### src/rtl/module_control_correccion.sv
// Sequencing controller for the Hamming (7,4) receive path.
// Accepts a received codeword, presents it to the external syndrome detector,
// corrects the single flagged bit and delivers the corrected word and data.
// Also keeps saturating statistics of delivered and corrected words.
module module_control_correccion #(
  parameter int ANCHO_CNT = 8
) (
  input  logic                 clk,
  input  logic                 rst_n,
  // Receive handshake
  input  logic                 in_valid,
  output logic                 in_ready,
  input  logic [6:0]           in_palabra,
  // External syndrome detector
  output logic [6:0]           det_palabra,
  input  logic [2:0]           det_sindrome,
  // Delivery handshake
  output logic                 out_valid,
  input  logic                 out_ready,
  output logic [6:0]           out_palabra,
  output logic [3:0]           out_datos,
  output logic                 out_corregido,
  output logic [2:0]           out_sindrome,
  // Statistics
  input  logic                 clr_cnt,
  output logic [ANCHO_CNT-1:0] cnt_palabras,
  output logic [ANCHO_CNT-1:0] cnt_errores
);

  typedef enum logic [1:0] {
    IDLE    = 2'd0,
    EVALUA  = 2'd1,
    CORRIGE = 2'd2,
    SALIDA  = 2'd3
  } estado_t;

  localparam logic [ANCHO_CNT-1:0] CNT_MAX = '1;
  localparam logic [ANCHO_CNT-1:0] CNT_UNO = {{(ANCHO_CNT-1){1'b0}}, 1'b1};

  estado_t              estado_q, estado_d;
  logic [6:0]           palabra_q;       // word under evaluation
  logic [6:0]           palabra_corr;    // word with the flagged bit inverted
  logic [2:0]           sindrome_q;      // syndrome sampled at the end of EVALUA
  logic [6:0]           out_palabra_q;
  logic [2:0]           out_sindrome_q;
  logic                 out_corregido_q;
  logic [ANCHO_CNT-1:0] cnt_palabras_q;
  logic [ANCHO_CNT-1:0] cnt_errores_q;
  logic                 acepta;
  logic                 entrega;

  assign acepta  = in_valid  & in_ready;
  assign entrega = out_valid & out_ready;

  // Next-state and handshake outputs of the sequencing FSM.
  always_comb begin
    // NOTE: every output of a combinational block gets a default first, so no
    // path through the case statement can leave it unassigned (no latch).
    estado_d  = estado_q;
    in_ready  = 1'b0;
    out_valid = 1'b0;
    unique case (estado_q)
      IDLE: begin
        in_ready = 1'b1;
        if (in_valid) estado_d = EVALUA;
      end
      EVALUA:  estado_d = CORRIGE;
      CORRIGE: estado_d = SALIDA;
      SALIDA: begin
        out_valid = 1'b1;
        if (out_ready) estado_d = IDLE;
      end
      default: estado_d = IDLE;
    endcase
  end

  // State register; reset discards any in-flight word.
  always_ff @(posedge clk or negedge rst_n) begin
    // NOTE: sequential state is written with non-blocking assignments so every
    // register samples its inputs from before the edge.
    if (!rst_n) estado_q <= IDLE;
    else        estado_q <= estado_d;
  end

  // Single-bit corrector: syndrome s (1..7) names bit s-1; zero leaves the word.
  always_comb begin
    palabra_corr = palabra_q;
    for (int i = 0; i < 7; i++) begin
      if (sindrome_q == 3'(i + 1)) palabra_corr[i] = ~palabra_q[i];
    end
  end

  // Datapath registers: capture word, capture syndrome, correct and publish.
  always_ff @(posedge clk or negedge rst_n) begin
    // NOTE: every datapath register is reset, because the output values after
    // reset are defined as zero rather than left to power-up contents.
    if (!rst_n) begin
      palabra_q       <= '0;
      sindrome_q      <= '0;
      out_palabra_q   <= '0;
      out_sindrome_q  <= '0;
      out_corregido_q <= 1'b0;
    end else begin
      if (acepta) palabra_q <= in_palabra;
      if (estado_q == EVALUA) sindrome_q <= det_sindrome;
      if (estado_q == CORRIGE) begin
        palabra_q       <= palabra_corr;
        out_palabra_q   <= palabra_corr;
        out_sindrome_q  <= sindrome_q;
        out_corregido_q <= |sindrome_q;
      end
    end
  end

  // Saturating statistics; a clear on the same edge as a delivery wins.
  always_ff @(posedge clk or negedge rst_n) begin
    if (!rst_n) begin
      cnt_palabras_q <= '0;
      cnt_errores_q  <= '0;
    end else if (clr_cnt) begin
      cnt_palabras_q <= '0;
      cnt_errores_q  <= '0;
    end else if (entrega) begin
      if (cnt_palabras_q != CNT_MAX) cnt_palabras_q <= cnt_palabras_q + CNT_UNO;
      if (out_corregido_q && (cnt_errores_q != CNT_MAX))
        cnt_errores_q <= cnt_errores_q + CNT_UNO;
    end
  end

  assign det_palabra   = palabra_q;
  assign out_palabra   = out_palabra_q;
  assign out_datos     = {out_palabra_q[6], out_palabra_q[5], out_palabra_q[4], out_palabra_q[2]};
  assign out_sindrome  = out_sindrome_q;
  assign out_corregido = out_corregido_q;
  assign cnt_palabras  = cnt_palabras_q;
  assign cnt_errores   = cnt_errores_q;

endmodule

### config.mk
export PLATFORM = sky130hd
export DESIGN_NAME = module_control_correccion
export DESIGN_NICKNAME = d
export VERILOG_FILES = /design/src/rtl/module_control_correccion.sv
export SDC_FILE = /design/constraint.sdc
export NUM_CORES = 1
export LEC_CHECK = 0
export CORE_MARGIN = 1
export CORE_UTILIZATION = 43
export DETAILED_ROUTE_END_ITERATION = 6
export GPL_TIMING_DRIVEN = 0
export PLACE_DENSITY = 0.8
export SYNTH_ARGS = -nofsm -noshare
export SYNTH_HDL_FRONTEND = slang
export SYNTH_SLANG_ARGS = --single-unit
### constraint.sdc
create_clock -name clk -period 1.4 [get_ports clk]
set_input_delay 0.21 -clock clk [delete_from_list [all_inputs] [get_ports clk]]
set_output_delay 0.21 -clock clk [all_outputs]
set_load 0.01 [all_outputs]
==> results.cfg <==
[outcome]
outcome = finished, violations left
violations = setup timing

[synthesis]
synthSimpleGateAreaFrac_pct = 18.98
synth_cell_types = 37
synthMuxAreaShare_pct = 4.931
yosysWarnings = 0
synth_fa_ha_area_share_pct = 4.370
synth_area_leaders = dfrtp_1, nor2_1, xor2_1
syn_area_um2 = 2004
syn_avg_cell_area_um2 = 10.02
syn-num-nets = 222
synth_top_family_by_area = simple AND/OR/NAND/NOR gates
synth.ff_latch_count = 39
synth-compound-area-share_pct = 11.86
synth_area_leader_cell = dfrtp_1
synth_top_area_share_pct = 48.69
netlist_instances = 200
ys_seq_area_share_pct = 48.69
synth_xor_xnor_area_share_pct = 6.554

[worst_setup_path]
worst-path-max-fanout = 7
crit_path_end_kind = register
critical_path_class = register to register
arrival_ps = 1720
rr_worst_depth = 6
reg2reg_from = estado_q[0]$_DFFE_PN0P_
cp_data_required_time_ps = 1620
startpoint_type = register
startpoint = estado_q[0]$_DFFE_PN0P_

[finish]
drive_above_1_share_pct = 32.76
area_growth_pct = 56.87
layout.nets = 311
nFillCells = 326
diodes = 0

[sta]
fmax_mhz = 670.4
finalCritPeriodShare_pct = 106.5
fin_crit_ps = 1492
tightestPinTransition_ps = 865.1
clock_skew_ps = 5.045
worst_slack_ps = -91.55
rsz0062_at_grt = yes
finalHoldViolCount = 0
maxSlewHeadroom_pct = 42.32
finalMaxSlewViolations = 0
setup_viol = 10

[routing]
first_iter_violations = 157
routed_wl_um = 5435
via_per_inst = 5.477
route.detailed.wl_per_inst_um = 15.89
num_vias = 1873
antenna_left = 0
drc = 0
drt_first_pass_iters = 4

[floorplanning]
core_area_um2 = 4414
die_h_um = 70.28
start_util_pct = 45.41
num_io_pins = 55
dieArea_um2 = 4939
dieWidth_um = 70.28
row_count = 24

[clock_tree]
cts-htree-levels = 2
cts_tree = done
clk_pin_slew_ps = 80
cts_hold_buffers = 0
clock_sinks = 39
cts_buffers = 5
cts_buffer_depth = 2
insertion_delay_ps = 300
cts-root-buf = clkbuf_8

[hold_path]
min-delay-path-class = input pin to asynchronous set/reset pin

[power_and_ir_drop]
ir_drop_mv = 0.9845
p_leak_nw = 1.550
total_power_mw = 5.688
power.density_nw_per_um2 = 1809

[global_route]
grt_max_degree = 40
overflow = 0
grt_pass1_wl_um = 8438
grt_antenna_before_repair = 0
grt_pass1_vias = 1809
track_usage_pct = 21.63

[placed_design]
place_ws_ps = -369.9
globalplace.congestion = 0.8150
portBuffers = 54
hpwl_um = 3137

[run]
drv_cap = 0
==> worst max-delay path, stage by stage (launching register included) <==
cell,delay (ps)
dfrtp_1,390
buf_6,120
ha_4,160
and4_4,250
nand2_4,50
or3_4,320
a21oi_2,110
==> Yosys cell counts <==
| library cell | count |
|---|---|
| nor4_1 | 1 |
| a211oi_1 | 8 |
| nand2_1 | 4 |
| and2_2 | 1 |
| nand3b_1 | 2 |
| nand4_2 | 1 |
| o21a_1 | 2 |
| nand3_1 | 4 |
| and4_1 | 1 |
| buf_2 | 2 |
| or3_1 | 1 |
| o2111ai_1 | 3 |
| o211ai_1 | 1 |
| nor3b_1 | 2 |
| inv_1 | 7 |
| clkbuf_1 | 7 |
| a21oi_1 | 16 |
| nand4_1 | 5 |
| nand2_2 | 1 |
| ha_1 | 7 |
| o21ai_1 | 2 |
| and3_1 | 7 |
| dfrtp_1 | 39 |
| xor2_1 | 11 |
| and3_2 | 2 |
| o211ai_2 | 1 |
| xnor2_1 | 4 |
| mux2_2 | 7 |
| nor3_1 | 9 |
| nand4b_1 | 1 |
| o21ai_0 | 2 |
| and2_1 | 3 |
| mux2i_1 | 2 |
| nor2_1 | 28 |
| buf_4 | 4 |
| o21ba_1 | 1 |
| o22ai_1 | 1 |
==> placed cells by master (no fill, tap or decap), drive strengths merged, types with 2 or more instances in the layout <==
cell type,Yosys,final
buf,6,37
o21ai,4,4
and3,9,9
dfrtp,39,39
clkdlybuf4s50,0,13
nand4,6,6
inv,7,7
ha,7,7
nand2,5,5
xnor2,4,4
o2111ai,3,3
o21a,2,2
nor3,9,9
nor2,28,28
dlymetal6s2s,0,8
clkbuf,7,13
a211oi,8,8
dlygate4sd2,0,30
and2,4,4
nor3b,2,2
nand3b,2,2
o211ai,2,2
mux2,7,7
nand3,4,4
mux2i,2,2
a21oi,16,16
xor2,11,11
==> flip-flops by register name (all words and copies together), names as in the netlist <==
register       flops
cnt_errores        8
cnt_palabras       8
det_palabra        7
out_palabra        7
out_sindrome       3
sindrome_q         3
estado_q           2
out_corregido      1
==> through the flow <==
stage | TNS [ps] | hold WS [ps] | instance area [µm²] | utilization, % | cells
floorplan | -32.29 | -85.59 | 2056 | - | 200
global placement | -37400 | 502.0 | 2661 | 60.29 | 306
detailed placement | -6232 | 372.7 | 2656 | 60.18 | 306
CTS | -174.8 | 48.31 | 2985 | 67.63 | 338
global route | -1397 | 96.04 | 3144 | 71.23 | 342
finish | -460.6 | 26.53 | 3144 | 71.23 | 342
==> final cells by class <==
class,instances,area [µm²],area share [%]
clock buffers,6,82.58,2.626
multi-input cells,141,1139,36.21
plain buffers,12,87.58,2.786
flip-flops and latches,39,979.7,31.16
well taps,52,65.06,2.069
repair buffers,83,729.5,23.20
clock inverters,2,35.03,1.114
inverters,7,26.28,0.8357
==> where the power goes <==
part	switching, mW	internal, mW	total [mW]
logic	1.44	1.48	2.91
registers	0.279	1.50	1.78
clock network	0.417	0.577	0.994
total	2.13	3.55	5.69
==> worst paths after layout <==
kind                                               end  slack [ps]
max in group asynchronous  cnt_palabras[0]$_DFFE_PN0P_         780
max                        cnt_palabras[3]$_DFFE_PN0P_         -90
min                         det_palabra[5]$_DFFE_PN0P_          30
min reg2reg                out_sindrome[0]$_DFFE_PN0P_         520
max reg2reg                cnt_palabras[3]$_DFFE_PN0P_         -90
min in group clk           out_sindrome[0]$_DFFE_PN0P_         520
==> repair_timing <==
| action | 4_1_cts | 5_1_grt |
|---|---|---|
| pin swaps | 8 | 17 |
| gates resized for setup | 56 | 40 |
| setup buffers | 25 | 5 |
| endpoints found under the setup margin | 69 | 41 |
| endpoints found under the hold margin | 0 | 0 |
==> routing by layer <==
metal,vias to the layer above,GRT usage [%],part of all wire (%),wire (µm)
li1,879,-,-,-
met1,927,27.53,44,2369
met2,54,35.66,50,2717
met3,13,3.608,3.8,207
met4,0,10.22,2.6,140
met5,-,0,0,0
==> cells by family after synthesis <==
logic type               after synthesis
adder cells (fa/ha/maj)                7
XOR/XNOR                              15
AO/OA/AOI/OAI                         37
flip-flops                            39
AND/OR/NAND/NOR                       73
buffers and inverters                 20
multiplexers                           9
Power figures use the tool's default switching activity.
